### config.mk
export PLATFORM = sky130hd
export DESIGN_NAME = zeroriscy_ex_seq
export DESIGN_NICKNAME = d
export VERILOG_FILES = /design/src/rtl/zeroriscy_ex_seq_pkg.sv /design/src/rtl/zeroriscy_ex_seq_prio_enc.sv /design/src/rtl/zeroriscy_ex_seq.sv
export SDC_FILE = /design/constraint.sdc
export NUM_CORES = 1
export LEC_CHECK = 0
export BUFFER_PORTS_ARGS = -buffer_cell sky130_fd_sc_hd__buf_2
export CORE_MARGIN = 8
export CORE_UTILIZATION = 50
export CTS_CLUSTER_DIAMETER = 150
export CTS_CLUSTER_SIZE = 20
export DETAILED_ROUTE_END_ITERATION = 10
export GPL_TIMING_DRIVEN = 0
export PLACE_DENSITY = 0.95
export REMOVE_ABC_BUFFERS = 1
export SYNTH_ARGS = -nofsm -noshare
export SYNTH_HDL_FRONTEND = slang
export SYNTH_SLANG_ARGS = --single-unit
### constraint.sdc
create_clock -name clk -period 4.6 [get_ports clk]
set_input_delay 0.23 -clock clk [delete_from_list [all_inputs] [get_ports clk]]
set_output_delay 0.23 -clock clk [all_outputs]
set_load 0.05 [all_outputs]
### src/rtl/zeroriscy_ex_seq_pkg.sv
// Shared definitions for the execute-stage sequencer: FSM state encoding,
// the timeout fill value and a width helper for unit index registers.
package zeroriscy_ex_seq_pkg;

   typedef enum logic [1:0] {
      EX_IDLE,
      EX_BUSY,
      EX_HOLD
   } ex_seq_state_e;

   // Replicated across the full result width when an operation times out.
   localparam logic EX_TIMEOUT_RESULT = 1'b1;

   function automatic int ex_idx_w(input int n);
      return (n > 1) ? $clog2(n) : 1;
   endfunction

endpackage

### src/rtl/zeroriscy_ex_seq_prio_enc.sv
// Combinational priority encoder: lowest set index wins, plus any-set and
// more-than-one-set flags used for issue and one-hot checking.
module zeroriscy_ex_prio_enc
   import zeroriscy_ex_seq_pkg::*;
#(
   parameter int NUM_UNITS = 3
) (
   input  logic [NUM_UNITS-1:0]           en_i,
   output logic [ex_idx_w(NUM_UNITS)-1:0] idx_o,
   output logic                           any_o,
   output logic                           multi_o
);

   localparam int IDX_W = ex_idx_w(NUM_UNITS);

   always_comb begin
      idx_o = '0;
      for (int i = NUM_UNITS - 1; i >= 0; i--) begin
         if (en_i[i]) idx_o = IDX_W'(i);
      end
   end

   assign any_o   = |en_i;
   // Clearing the lowest set bit leaves something only if two or more were set.
   assign multi_o = |(en_i & (en_i - NUM_UNITS'(1)));

endmodule

### src/rtl/zeroriscy_ex_seq.sv
// Execute-stage sequencer for NUM_UNITS multi-cycle units with result holding,
// one-hot/timeout error pulses and flush. Optional counters: ZERORISCY_EX_PERF_EN.
module zeroriscy_ex_seq
   import zeroriscy_ex_seq_pkg::*;
#(
   parameter int NUM_UNITS      = 3,
   parameter int DATA_W         = 32,
   parameter int TIMEOUT_CYCLES = 1024
) (
   input  logic                          clk,
   input  logic                          rst,
   input  logic [NUM_UNITS-1:0]          unit_en_i,
   input  logic [DATA_W-1:0]             alu_result_i,
   input  logic [NUM_UNITS*DATA_W-1:0]   unit_result_i,
   input  logic [NUM_UNITS-1:0]          unit_ready_i,
   input  logic                          flush_i,
   input  logic                          wb_ready_i,
   output logic [NUM_UNITS-1:0]          unit_start_o,
   output logic [DATA_W-1:0]             regfile_wdata_ex_o,
   output logic                          ex_ready_o,
   output logic                          ex_busy_o,
   output logic                          err_onehot_o,
   output logic                          err_timeout_o
`ifdef ZERORISCY_EX_PERF_EN
   ,
   output logic [NUM_UNITS*32-1:0]       perf_busy_cnt_o,
   output logic [31:0]                   perf_stall_cnt_o
`endif
);

   localparam int IDX_W = ex_idx_w(NUM_UNITS);
   localparam int CNT_W = (TIMEOUT_CYCLES > 0) ? $clog2(TIMEOUT_CYCLES + 1) : 1;
   localparam logic [CNT_W-1:0] CNT_LAST =
      (TIMEOUT_CYCLES > 0) ? CNT_W'(TIMEOUT_CYCLES - 1) : '0;

   function automatic logic [CNT_W-1:0] sat_inc_cnt(input logic [CNT_W-1:0] v);
      return (&v) ? v : v + CNT_W'(1);
   endfunction

   ex_seq_state_e          state_q, state_d;
   logic [DATA_W-1:0]      hold_q, hold_d;
   logic [CNT_W-1:0]       cnt_q, cnt_d;
   logic [IDX_W-1:0]       sel_q, sel_d;
   logic [NUM_UNITS-1:0]   en_q, en_d;

   logic [IDX_W-1:0]       enc_idx;
   logic                   enc_any;
   logic                   enc_multi;
   logic                   sel_ready;
   logic [DATA_W-1:0]      sel_result;
   logic                   timeout_hit;

   zeroriscy_ex_prio_enc #(
      .NUM_UNITS (NUM_UNITS)
   ) u_prio_enc (
      .en_i    (unit_en_i),
      .idx_o   (enc_idx),
      .any_o   (enc_any),
      .multi_o (enc_multi)
   );

   assign sel_ready   = unit_ready_i[sel_q];
   assign sel_result  = unit_result_i[int'(sel_q)*DATA_W +: DATA_W];
   assign timeout_hit = (TIMEOUT_CYCLES != 0) && (cnt_q == CNT_LAST);

   always_comb begin
      state_d            = state_q;
      hold_d             = hold_q;
      cnt_d              = cnt_q;
      sel_d              = sel_q;
      en_d               = en_q;
      unit_start_o       = '0;
      regfile_wdata_ex_o = hold_q;
      ex_ready_o         = 1'b0;
      err_onehot_o       = 1'b0;
      err_timeout_o      = 1'b0;

      case (state_q)
         EX_IDLE: begin
            regfile_wdata_ex_o = alu_result_i;
            if (flush_i) begin
               state_d = EX_IDLE;
            end else if (!enc_any) begin
               ex_ready_o = wb_ready_i;
            end else begin
               unit_start_o[enc_idx] = 1'b1;
               sel_d        = enc_idx;
               en_d         = unit_en_i;
               cnt_d        = '0;
               err_onehot_o = enc_multi;
               state_d      = EX_BUSY;
            end
         end

         EX_BUSY: begin
            cnt_d = sat_inc_cnt(cnt_q);
            if (flush_i) begin
               state_d = EX_IDLE;
            end else if (sel_ready || timeout_hit) begin
               // A real completion always beats the timeout in the same cycle.
               hold_d             = sel_ready ? sel_result : {DATA_W{EX_TIMEOUT_RESULT}};
               err_timeout_o      = !sel_ready;
               regfile_wdata_ex_o = hold_d;
               if (wb_ready_i) begin
                  ex_ready_o = 1'b1;
                  state_d    = EX_IDLE;
               end else begin
                  state_d    = EX_HOLD;
               end
            end
         end

         EX_HOLD: begin
            if (flush_i) begin
               state_d = EX_IDLE;
            end else begin
               ex_ready_o = wb_ready_i;
               if (wb_ready_i) state_d = EX_IDLE;
            end
         end

         default: state_d = EX_IDLE;
      endcase

      if (rst) begin
         unit_start_o  = '0;
         ex_ready_o    = 1'b0;
         err_onehot_o  = 1'b0;
         err_timeout_o = 1'b0;
      end
   end

   assign ex_busy_o = (state_q == EX_BUSY);

   always_ff @(posedge clk) begin
      if (rst) begin
         state_q <= EX_IDLE;
         hold_q  <= '0;
         cnt_q   <= '0;
         sel_q   <= '0;
         en_q    <= '0;
      end else begin
         state_q <= state_d;
         hold_q  <= hold_d;
         cnt_q   <= cnt_d;
         sel_q   <= sel_d;
         en_q    <= en_d;
      end
   end

`ifdef ZERORISCY_EX_PERF_EN
   function automatic logic [31:0] sat_inc32(input logic [31:0] v);
      return (&v) ? v : v + 32'd1;
   endfunction

   logic [31:0] busy_cnt_q [NUM_UNITS];
   logic [31:0] stall_cnt_q;

   always_ff @(posedge clk) begin
      if (rst) begin
         for (int i = 0; i < NUM_UNITS; i++) busy_cnt_q[i] <= '0;
         stall_cnt_q <= '0;
      end else begin
         if (state_q != EX_IDLE) busy_cnt_q[sel_q] <= sat_inc32(busy_cnt_q[sel_q]);
         if (state_q == EX_HOLD) stall_cnt_q <= sat_inc32(stall_cnt_q);
      end
   end

   for (genvar g = 0; g < NUM_UNITS; g++) begin : g_perf
      assign perf_busy_cnt_o[g*32 +: 32] = busy_cnt_q[g];
   end
   assign perf_stall_cnt_o = stall_cnt_q;
`endif

`ifndef SYNTHESIS
   // ID must hold its enables steady until the operation completes or is flushed.
   a_en_stable: assert property (@(posedge clk) disable iff (rst)
      (state_q != EX_IDLE && !flush_i) |-> (unit_en_i == en_q))
      else $error("unit_en_i changed while an operation was in flight");
`endif

endmodule

==> metrics.csv, run 1 <==
stage,metric,value,unit
global_routing,antenna_violations_before_repair,0,
worst_setup_path,worst_path_max_stage_delay,0.84,ns
synthesis,yosys_synthesis_warning_count,0,
clock_tree,clock_tree.buffer_depth,2,
finish,finalNetCount,695,
synthesis,synth_async_sr_flop_share,0,%
die,die_x,98.90,µm
synthesis,netlist-cell-type-count,45,
timing,final-hold-violation-count,0,
synthesis,synth-seq-area-share,27.39,%
die,io-pin-count,177,
finish,post_route_cells_drive_above_1_share,36.15,%
placement,globalplace.congestion,0.9022,
worst_setup_path,r2r-start,sel_q[1],
die,die_height,98.90,µm
clock_tree,tritoncts,done,
worst_hold_path,hold_path.startpoint,wb_ready_i,
timing,setup_viol_count_final,0,
power,p_per_area,246.3,mW/mm²
die,rows,30,
global_routing,maximum_number_of_pins_on_one_net_before_global_route_repair,42,
clock_tree,path_clk_slew,0.09,ns
clock_tree,cts_root_buffer,sky130_fd_sc_hd__clkbuf_8,
finish,layout_commonest_cell,sky130_fd_sc_hd__buf_2,
worst_setup_path,crit_chain,"nor2b_2, o2bb2ai_2, buf_8, o2111ai_1, o221a_1, buf_2",
clock_tree,clk-insertion-delay-late,0.29,ns
worst_setup_path,crit_arrival,3.21,ns
status,outcome,finished clean,
finish,n_fill_cell,547,
synthesis,synthCells,413,
synthesis,synth_area_per_cell,8.319,µm²
global_routing,grt.total_usage,23.60,%
timing,worst-slew-pin-transition,1.289,ns
drt,detail_route.vias_per_cell,6.211,
worst_setup_path,critPathSlowestCell,sky130_fd_sc_hd__dfxtp_2,
drt,detail_route.iter0.violations,189,
worst_setup_path,timing.critical_path.required,4.37,ns
timing,slew_violations,0,
worst_hold_path,worst_hold_path_type,in2reg,
worst_setup_path,criticalPathCategory,reg2out,
timing,timing.final.crit_share,74.72,%
global_routing,sum_of_overflow_across_all_layers_after_global_routing,0,
clock_tree,htree_levels,2,
drt,drt_pass1_iterations,4,
placement,buffer_ports.inserted,176,
synthesis,ys_seq_elements,47,
run,max-cap-violations,0,
placement,place.detailed.hpwl,8.865,mm
die,coreArea,0.006719,mm²
finish,areaGrowthSynthToFinish,27.75,%
timing,max_clock_freq,290.9,MHz
clock_tree,cts-resized-gates,0,
clock_tree,cts_buffer_count,5,
timing,hold-worst-slack,0.1191,ns
power,totalPowerFinal,1081,µW
finish,antenna_cells,0,
die,initial_utilization,51.14,%
worst_setup_path,critical_path.startpoint,sel_q[1],
finish,finalInstanceArea,0.004389,mm²
synthesis,dominantRegCellSynth,sky130_fd_sc_hd__dfxtp_1,
finish,postLayoutCoreUtil,65.33,%
worst_setup_path,critical_path.startpoint_type,register,
worst_setup_path,cp-end-kind,primary output,
drt,drt.antenna.violating_nets,0,
global_routing,vias_in_the_first_global_route,4002,
worst_setup_path,timing.critical_path.max_delay_family,compound AO/OA/AOI/OAI gates,
finish,commonest_cells_after_routing_fill_and_taps_aside,"176 x sky130_fd_sc_hd__buf_2, 46 x sky130_fd_sc_hd__a21oi_1, 45 x sky130_fd_sc_hd__dfxtp_1",
timing,relSlewSlack,14.07,%
clock_tree,clock_sink_count,47,
worst_setup_path,crit_buf_inv,2,
synthesis,synthesis.area,0.003436,mm²
synthesis,synth_edf_count,0,
global_routing,grt_pass1_wl,19.38,mm
drt,wl_per_cell,18.87,µm
timing,tns,0,ns
drt,via_count,3950,
timing,timing.clock.skew,0.006042,ns
drt,total_wire_length_after_detailed_routing,12.00,mm
power,power.static_leakage,0.001919,µW
drt,remaining_drc_errors,0,
clock_tree,cts.hold.buffers_added,0,
placement,placed_area,0.004300,mm²
clock_tree,post_cts.repair.setup_buffers,0,
worst_setup_path,critPathMaxFanout,37,
power,worst_ir_drop_vdd,0.0001529,V
die,die_area,0.009780,mm²
timing,rsz0062_at_grt,false,
timing,min_period,3.437,ns
## through the flow
stage          cells  worst slack, ns
2_1_floorplan    370           0.1538
3_3_place_gp     626          -0.4760
3_5_place_dp     629           0.7679
4_1_cts          636           0.7056
5_1_grt          636           0.9977
6_report         636            1.163
## power breakdown
| group | internal [µW] | leakage, µW | switching [µW] | total [µW] |
|---|---|---|---|---|
| Clock | 118 | 0.0000470 | 135 | 253 |
| Combinational | 134 | 0.00149 | 259 | 394 |
| Sequential | 417 | 0.000381 | 17.2 | 434 |
| Total | 669 | 0.00192 | 412 | 1080 |
## final timing paths
check	slack [ns]	end	cells after the start
hold / removal	0.12	state_q[1]	2
setup / recovery	1.16	regfile_wdata_ex_o[4]	6
hold reg to reg	0.48	cnt_q[5]	2
setup reg to reg	1.18	hold_q[4]	4
## state kept, by name, summed over array words and instances, names as in the netlist
register and cells:
sel_q 2, state_q 2, cnt_q 11, hold_q 32
## synth_stat cells (all sizes together) (2+ instances only)
| cell | n | area share, % |
|---|---|---|
| nand3b | 2 | 0.44 |
| o221a | 32 | 10 |
| nand3 | 4 | 0.58 |
| a21oi | 47 | 7.0 |
| and4b | 2 | 0.58 |
| dfxtp | 47 | 27 |
| nor2 | 4 | 0.44 |
| nand2b | 5 | 0.91 |
| inv | 35 | 3.8 |
| mux2i | 34 | 9.9 |
| o31ai | 6 | 1.3 |
| nand4 | 4 | 0.73 |
| o211a | 32 | 9.3 |
| o21ai | 6 | 0.87 |
| and4 | 2 | 0.51 |
| or3 | 3 | 0.55 |
| buf | 21 | 3.1 |
| o21a | 2 | 0.44 |
| nand2 | 42 | 4.6 |
| or2 | 2 | 0.36 |
| nor2b | 2 | 0.36 |
| or4 | 6 | 1.3 |
| clkbuf | 22 | 2.4 |
| o2111ai | 32 | 8.2 |
| a21o | 2 | 0.44 |
| nor3 | 4 | 0.58 |
## layer usage
metal / vias up / GRT usage [%] / part of all wire [%]
met5: - / 0 / 0
met1: 1829 / 24.88 / 38
li1: 1884 / - / -
met4: 0 / 10.15 / 2.8
met2: 206 / 42.26 / 50
met3: 31 / 7.188 / 9.1
## cell type report
class                           count  area, µm²  area share [%]
Tap cell                           80      100.1           2.281
Timing Repair Buffer              179      943.4           21.49
Clock inverter                      1      5.005          0.1140
Multi-Input combinational cell    288       2183           49.74
Sequential cell                    47      943.4           21.49
Inverter                           35      131.4           2.993
Clock buffer                        6      82.58           1.881
## kinds of logic (layout without fill, tap and decap cells)
kind of cell	Yosys count	count (layout)	synth area share, %
compound gates	163	163	39.22
fa+ha+maj	1	1	0.3641
buf+inv	78	221	9.359
flops	47	47	27.39
mux	34	34	9.905
simple gates	90	90	13.77
No activity file was read; power rests on OpenSTA's default activity.
==> run 2, diff against run 1 <==
Settings changed: ABC_AREA set to 1, CORE_UTILIZATION 50 to 48, PLACE_DENSITY 0.95 to 0.9.
Clock period 4.6 ns to 3.18 ns, I/O delays scaled along.
==> metrics.csv, run 2 <==
stage,metric,value,unit,change
timing,setup_viol_count_final,0,,unchanged
worst_setup_path,worst_path_max_stage_delay,0.64,ns,-0.20 ns
synthesis,synth.most_common_cell,sky130_fd_sc_hd__nand2_1,,
timing,timing.final.crit_share,89.61,%,
synthesis,synth_async_sr_flop_share,0,%,unchanged
worst_setup_path,cp-end-kind,primary output,,
power,totalPowerFinal,1827,µW,+69%
die,die_area,0.01145,mm²,+17%
timing,rsz0062_at_grt,false,,
drt,drt_pass1_iterations,5,,+1
global_routing,sum_of_overflow_across_all_layers_after_global_routing,0,,unchanged
power,power.static_leakage,0.002847,µW,+48%
placement,globalplace.congestion,0.8920,,-1.1%
drt,via_count,4941,,+25%
timing,max_clock_freq,350.9,MHz,
worst_setup_path,crit_arrival,2.69,ns,-0.52 ns
timing,min_period,2.850,ns,
placement,post-place-cells,1005,,+60%
synthesis,synth_area_per_cell,5.218,µm²,-37%
synthesis,synthCells,762,,+85%
worst_setup_path,critPathMostFrequentCell,sky130_fd_sc_hd__inv_1,,
timing,slew_violations,0,,unchanged
finish,post_route_cells_drive_above_1_share,22.44,%,-14 points
timing,relSlewSlack,35.02,%,+21 points
die,rows,33,,+10%
drt,remaining_drc_errors,0,,unchanged
worst_setup_path,timing.critical_path.max_delay_family,buffers and inverters,,
clock_tree,clock_tree.buffer_depth,2,,unchanged
finish,leading_registers_by_flop_count,"hold_q x32, cnt_q x11",,
clock_tree,cts.hold.buffers_added,0,,unchanged
placement,setup_slack_placement,-0.1192,ns,-0.8871 ns
synthesis,netlist_top_cells_count,"349 x sky130_fd_sc_hd__nand2_1, 108 x sky130_fd_sc_hd__inv_1, 58 x sky130_fd_sc_hd__nor2_1",,
placement,buffer_ports.inserted,176,,unchanged
finish,finalNetCount,1047,,+51%
finish,layout_commonest_cell,sky130_fd_sc_hd__nand2_1,,
synthesis,ys_seq_elements,47,,unchanged
drt,detail_route.iter0.violations,299,,+58%
global_routing,grt_pass1_wl,20.61,mm,+6.3%
die,coreArea,0.008134,mm²,+21%
timing,minimum_setup_slack_in_the_final_design,0.3303,ns,-0.8326 ns
global_routing,antenna_violations_before_repair,0,,unchanged
die,die_x,107.0,µm,+8.2%
finish,antenna_cells,0,,unchanged
clock_tree,path_clk_slew,0.10,ns,about the same
die,initial_utilization,48.88,%,-2.3 points
drt,total_wire_length_after_detailed_routing,12.50,mm,+4.1%
status,outcome,finished clean,,
clock_tree,tritoncts,done,,
finish,postLayoutCoreUtil,61.48,%,-3.8 points
worst_setup_path,critPathMaxFanout,37,,unchanged
clock_tree,cts_buffer_count,5,,unchanged
synthesis,dominantRegCellSynth,sky130_fd_sc_hd__dfxtp_1,,
synthesis,synthesis.area,0.003976,mm²,+16%
finish,instances_no_fill,1014,,+59%
synthesis,synth_edf_count,0,,unchanged
timing,worst-slew-pin-transition,0.9711,ns,-0.3179 ns
power,p_per_area,365.3,mW/mm²,+48%
worst_setup_path,criticalPathCategory,reg2out,,
global_routing,vias_in_the_first_global_route,4577,,+14%
finish,commonest_cells_after_routing_fill_and_taps_aside,"348 x sky130_fd_sc_hd__nand2_1, 176 x sky130_fd_sc_hd__buf_2, 108 x sky130_fd_sc_hd__inv_1",,
timing,timing.clock.skew,0.01286,ns,+0.006822 ns
clock_tree,cts_root_buffer,sky130_fd_sc_hd__clkbuf_8,,
power,worst_ir_drop_vdd,0.0002068,V,+35%
finish,largest_register_ffs,32,,unchanged
synthesis,synth-seq-area-share,23.66,%,-3.7 points
die,die_height,107.0,µm,+8.2%
global_routing,maximum_number_of_pins_on_one_net_before_global_route_repair,47,,+12%
synthesis,synth_top_area_share,32.95,%,+5.6 points
finish,largest_register,hold_q,,
synthesis,synth.largest_area_cell,sky130_fd_sc_hd__nand2_1,,
run,max-cap-violations,0,,unchanged
worst_setup_path,timing.critical_path.required,3.02,ns,-1.35 ns
timing,tns,0,ns,unchanged
synthesis,yosys-top-cells-area,"sky130_fd_sc_hd__nand2_1 33%, sky130_fd_sc_hd__dfxtp_1 24%, sky130_fd_sc_hd__inv_1 10%, sky130_fd_sc_hd__nand3_1 7.0%, sky130_fd_sc_hd__nor2_1 5.5%",,
clock_tree,htree_levels,2,,unchanged
synthesis,netlist-cell-type-count,31,,-31%
clock_tree,clk-insertion-delay-late,0.30,ns,about the same
worst_setup_path,crit_chain,"inv_1, nand2_2, inv_1, nand2_1, inv_1, nand2_1, nand3_1, buf_2",,
global_routing,grt.total_usage,21.20,%,-2.4 points
worst_setup_path,crit_buf_inv,4,,+2
clock_tree,clock_sink_count,47,,unchanged
synthesis,yosys_synthesis_warning_count,0,,unchanged
timing,final-hold-violation-count,0,,unchanged
drt,detail_route.vias_per_cell,4.873,,-22%
worst_hold_path,worst_hold_path_type,in2reg,,
die,io-pin-count,177,,unchanged
placement,place.detailed.hpwl,9.065,mm,+2.3%
finish,areaGrowthSynthToFinish,25.77,%,
worst_setup_path,critical_path.startpoint_type,register,,
worst_setup_path,critPathSlowestCell,sky130_fd_sc_hd__dfxtp_4,,
drt,drt.antenna.violating_nets,0,,unchanged
drt,wl_per_cell,12.33,µm,-35%
==> run 2: metal layers <==
metal  track usage, %  wire [µm]  up-vias
li1                 -          -     2610
met1            25.31       5214     2153
met2            37.66       6140      164
met3            4.619       1019       14
met4            4.925        128        0
met5                0          0        -
==> run 2: metrics by stage <==
step,hold slack (ns),instance area [µm²]
6_report,0.1551,5001
5_1_grt,0.1909,5001
4_1_cts,0.1596,4994
3_5_place_dp,0.4709,4867
3_3_place_gp,0.4674,4802
2_1_floorplan,0.2281,3790
==> run 2: layout make-up <==
cell class              count  area, µm²
repair buffers            179      943.4
clock inverters             2      35.03
well taps                 105      131.4
inverters                 113      426.7
flip-flops and latches     47      947.2
clock buffers               6      82.58
fillers                   823       3133
multi-input cells         562       2435
==> run 2: worst min-delay path, cell delays in order <==
cell and delay, ns:
sky130_fd_sc_hd__buf_2 0.11, sky130_fd_sc_hd__nand3_1 0.09, sky130_fd_sc_hd__o32ai_1 0.07
==> run 2: power breakdown <==
| group | total (µW) | switching, µW | leakage, µW | internal [µW] |
|---|---|---|---|---|
| Sequential | 644 | 30.5 | 0.000383 | 614 |
| Combinational | 720 | 493 | 0.00240 | 227 |
| Clock | 463 | 208 | 0.0000612 | 255 |
| Total | 1830 | 732 | 0.00285 | 1100 |
==> run 2: final timing paths <==
path / start / slack (ns) / cells past startpoint / endpoint
max: state_q[1] / 0.33 / 8 / regfile_wdata_ex_o[3]
min: unit_en_i[1] / 0.16 / 3 / sel_q[0]
max reg2reg: state_q[1] / 0.83 / 10 / cnt_q[9]
min reg2reg: hold_q[6] / 0.48 / 2 / hold_q[6]
==> run 2: cells by family after synthesis <==
kind of cell,after synthesis,synth area share (%)
simple gates,488,49.69
fa+ha+maj,1,0.3146
compound gates,71,10.54
buf+inv,153,15.36
xor+xnor,2,0.4406
flops,47,23.66
==> run 2: repair_timing <==
| action | CTS | global route |
|---|---|---|
| setup buffers | 1 | 0 |
| resized for setup | 1 | 5 |
| setup endpoints to repair | 34 | 33 |
| pin swaps | 1 | 0 |
==> run 3, diff against run 2 <==
--- a/config.mk
+++ b/config.mk
@@ -10,3 +10,3 @@
 export CORE_MARGIN = 8
-export CORE_UTILIZATION = 48
+export CORE_UTILIZATION = 49
 export CTS_CLUSTER_DIAMETER = 150
@@ -15,6 +15,8 @@
 export GPL_TIMING_DRIVEN = 0
-export PLACE_DENSITY = 0.9
+export PLACE_DENSITY = 0.91
 export REMOVE_ABC_BUFFERS = 1
+export SLEW_MARGIN = 20
 export SYNTH_ARGS = -nofsm -noshare
 export SYNTH_HDL_FRONTEND = slang
+export SYNTH_HIERARCHICAL = 1
 export SYNTH_SLANG_ARGS = --single-unit
==> constraint.sdc (replaced) <==
create_clock -name clk -period 3.18 [get_ports clk]
set_input_delay 0.318 -clock clk [delete_from_list [all_inputs] [get_ports clk]]
set_output_delay 0.318 -clock clk [all_outputs]
set_load 0.05 [all_outputs]
==> metrics.csv, run 3 <==
stage,metric,value,unit,change
status,outcome,finished clean,,
die,die_height,106.9,µm,-0.11%
synthesis,synth_compound_area_share,10.38,%,-0.16 points
clock_tree,clock_sink_count,47,,unchanged
run,max-cap-violations,0,,unchanged
finish,post_route_cells_drive_above_1_share,24.12,%,+1.7 points
worst_setup_path,timing.critical_path.max_delay_family,simple AND/OR/NAND/NOR gates,,
worst_setup_path,rr_endpoint,cnt_q[10],,
finish,commonest_cells_after_routing_fill_and_taps_aside,"341 x sky130_fd_sc_hd__nand2_1, 176 x sky130_fd_sc_hd__buf_2, 107 x sky130_fd_sc_hd__inv_1",,
finish,finalInstanceArea,0.005031,mm²,+0.60%
finish,n_fill_cell,793,,-3.6%
global_routing,sum_of_overflow_across_all_layers_after_global_routing,0,,unchanged
clock_tree,clk-insertion-delay-late,0.30,ns,about the same
clock_tree,htree_levels,2,,unchanged
synthesis,synthCells,762,,unchanged
synthesis,synth.largest_area_cell,sky130_fd_sc_hd__nand2_1,,
timing,rsz0062_at_grt,false,,
clock_tree,cts_buffer_count,5,,unchanged
global_routing,antenna_violations_before_repair,0,,unchanged
timing,timing.clock.skew,0.004943,ns,-0.007922 ns
synthesis,synth_top_area_share,31.61,%,-1.3 points
worst_setup_path,critical_path_depth,10,,+2
finish,largest_register_ffs,32,,unchanged
synthesis,synth-seq-area-share,23.24,%,-0.42 points
finish,finalNetCount,1050,,+0.29%
drt,remaining_drc_errors,0,,unchanged
power,p_per_area,398.0,mW/mm²,+8.9%
drt,drt_pass1_iterations,5,,unchanged
die,die_x,106.9,µm,-0.11%
timing,max_clock_freq,345.1,MHz,-1.7%
worst_setup_path,worst_r2r_path_depth,8,,-2
worst_hold_path,worst_hold_path_type,in2reg,,
drt,total_wire_length_after_detailed_routing,12.98,mm,+3.8%
synthesis,post_synth_fa_ha_maj_area_fraction,0.3090,%,-0.0056 points
timing,setup_viol_count_final,0,,unchanged
worst_setup_path,r2r-start,state_q[1],,
synthesis,netlist_top_cells_count,"341 x sky130_fd_sc_hd__nand2_1, 107 x sky130_fd_sc_hd__inv_1, 59 x sky130_fd_sc_hd__nor2_1",,
die,io-pin-count,177,,unchanged
finish,areaGrowthSynthToFinish,24.26,%,
clock_tree,clock_tree.buffer_depth,2,,unchanged
synthesis,synth.area.mux_share,0,%,unchanged
finish,final-seq-area,947.2,µm²,unchanged
timing,timing.final.crit_share,91.13,%,+1.5 points
synthesis,synthesis.area,0.004049,mm²,+1.8%
finish,antenna_cells,0,,unchanged
power,totalPowerFinal,2002,µW,+9.6%
synthesis,post_synth_and_or_nand_nor_area_fraction,50.25,%,+0.56 points
finish,layout_commonest_cell,sky130_fd_sc_hd__nand2_1,,
worst_setup_path,worst_path_max_stage_delay,0.67,ns,+0.03 ns
synthesis,synth_edf_count,0,,unchanged
clock_tree,cts.hold.buffers_added,0,,unchanged
global_routing,grt.total_usage,21.62,%,+0.42 points
worst_setup_path,timing.critical_path.required,2.86,ns,-0.16 ns
die,initial_utilization,49.78,%,+0.89 points
die,coreArea,0.008134,mm²,unchanged
drt,detail_route.iter0.violations,343,,+15%
global_routing,maximum_number_of_pins_on_one_net_before_global_route_repair,54,,+15%
synthesis,post_synthesis_share_of_cell_area_spent_on_xor_and_xnor_gates,0,%,-0.44 points
die,rows,33,,unchanged
worst_setup_path,crit_chain,"inv_2, nand2_1, nand3_2, nand2_2, nand2_4, nor2_1, nor2_1, nand2_1, nand3_1, buf_2",,
timing,min_period,2.898,ns,+0.04835 ns
timing,final-hold-violation-count,0,,unchanged
drt,drt.antenna.violating_nets,0,,unchanged
timing,worst-slew-pin-transition,0.9258,ns,-0.04530 ns
worst_setup_path,r2r_setup_slack,0.94,ns,+0.11 ns
global_routing,vias_in_the_first_global_route,4481,,-2.1%
worst_setup_path,crit_buf_inv,2,,-2
placement,buffer_ports.inserted,176,,unchanged
clock_tree,cts_root_buffer,sky130_fd_sc_hd__clkbuf_8,,
power,power.static_leakage,0.002869,µW,+0.77%
synthesis,yosys_synthesis_warning_count,6,,+6
timing,minimum_setup_slack_in_the_final_design,0.2819,ns,-0.04835 ns
global_routing,grt_pass1_wl,20.77,mm,+0.77%
synthesis,netlist-cell-type-count,30,,-3.2%
finish,largest_register,hold_q,,
synthesis,ys_seq_elements,47,,unchanged
timing,relSlewSlack,38.06,%,+3.0 points
synthesis,synth_async_sr_flop_share,0,%,unchanged
worst_setup_path,criticalPathCategory,reg2out,,
worst_setup_path,critPathMaxFanout,43,,+16%
synthesis,dominantRegCellSynth,sky130_fd_sc_hd__dfxtp_1,,
placement,setup_slack_placement,-0.3896,ns,-0.2704 ns
worst_setup_path,critical_path.startpoint,sel_q[0],,
timing,slew_violations,0,,unchanged
drt,detail_route.vias_per_cell,4.903,,+0.61%
worst_setup_path,crit_arrival,2.58,ns,-0.11 ns
die,die_area,0.01143,mm²,-0.21%
worst_setup_path,critical_path.startpoint_type,register,,
power,worst_ir_drop_vdd,0.0002640,V,+28%
drt,wl_per_cell,12.76,µm,+3.5%
worst_setup_path,critPathSlowestCell,sky130_fd_sc_hd__dfxtp_4,,
drt,via_count,4986,,+0.91%
synthesis,synth_area_per_cell,5.313,µm²,+1.8%
finish,multiInputGateArea,0.002479,mm²,+1.8%
finish,leading_registers_by_flop_count,"hold_q x32, cnt_q x11",,
worst_setup_path,cp-end-kind,primary output,,
clock_tree,path_clk_slew,0.09,ns,about the same
synthesis,synth.most_common_cell,sky130_fd_sc_hd__nand2_1,,
placement,globalplace.congestion,0.8999,,+0.89%
placement,place.detailed.hpwl,9.332,mm,+2.9%
synthesis,yosys-top-cells-area,"sky130_fd_sc_hd__nand2_1 32%, sky130_fd_sc_hd__dfxtp_1 23%, sky130_fd_sc_hd__inv_1 9.9%, sky130_fd_sc_hd__nand3_1 7.0%, sky130_fd_sc_hd__a21oi_1 5.7%",,
synthesis,dominant_combinational_cell_family_by_area_after_synthesis,simple AND/OR/NAND/NOR gates,,
clock_tree,tritoncts,done,,
worst_setup_path,worstSetupEndpoint,regfile_wdata_ex_o[11],,
placement,placed_area,0.004881,mm²,+0.28%
## run 3: logic make-up after synthesis
kind of cell,Yosys count
AOI/OAI and AO/OA,72
and+or+nand+nor,490
buffers and inverters,152
adders and majority gates,1
DFF,47
## run 3: worst min path at each step
stage | from | end | slack (ns) | cells after the start
floorplan | rst | sel_q[0] | 0.38 | 1
global placement | cnt_q[10] | cnt_q[10] | 0.45 | 2
detailed placement | hold_q[29] | hold_q[29] | 0.47 | 2
CTS | unit_en_i[0] | sel_q[1] | 0.34 | 4
global route | unit_en_i[0] | sel_q[1] | 0.37 | 4
finish | unit_en_i[0] | sel_q[1] | 0.35 | 4
## run 3: layout make-up
| type | count | area share, % |
|---|---|---|
| clock buffer | 6 | 1.641 |
| clock inverter | 2 | 0.6963 |
| inverter | 114 | 8.605 |
| multi-input combinational | 564 | 49.27 |
| sequential | 47 | 18.83 |
| tap | 105 | 2.611 |
| timing repair buffer | 179 | 18.35 |
## run 3: what timing repair did
item                       4_1_cts  5_1_grt
cloned                           1        0
pin swaps                        1        1
gates resized for setup          3        2
buffers inserted                 0        2
setup endpoints to repair       41       21
## run 3: metal layers
metal,vias up,track usage [%],wire [µm]
met5,-,0,0
met4,0,4.925,159
met3,16,4.619,988
met2,170,38.90,6311
met1,2177,25.51,5520
li1,2623,-,-
## run 3: power breakdown
group          leakage (µW)  internal (µW)  switching, µW
Clock             0.0000612            255            205
Sequential         0.000383            620           40.8
Combinational       0.00242            260            622
## run 3: worst register-to-register path, stage by stage (launching register included)
cell	delay [ns]
sky130_fd_sc_hd__dfxtp_2	0.42
sky130_fd_sc_hd__buf_16	0.21
sky130_fd_sc_hd__nor2_4	0.67
sky130_fd_sc_hd__nand2_1	0.16
sky130_fd_sc_hd__o211ai_1	0.19
sky130_fd_sc_hd__nor2_4	0.13
sky130_fd_sc_hd__nand2_4	0.13
sky130_fd_sc_hd__nand2_1	0.13
sky130_fd_sc_hd__a21oi_1	0.15
## run 3: metrics by stage
step           hold WS (ns)  setup TNS (ns)  util, %  std cells
2_1_floorplan        0.3804         -0.3374        -        724
6_report             0.3478               0    61.85       1017
3_5_place_dp         0.4706          -9.344    60.01       1006
4_1_cts              0.3421               0    61.64       1015
3_3_place_gp         0.4535          -9.496    59.64       1005
5_1_grt              0.3728               0    61.85       1017
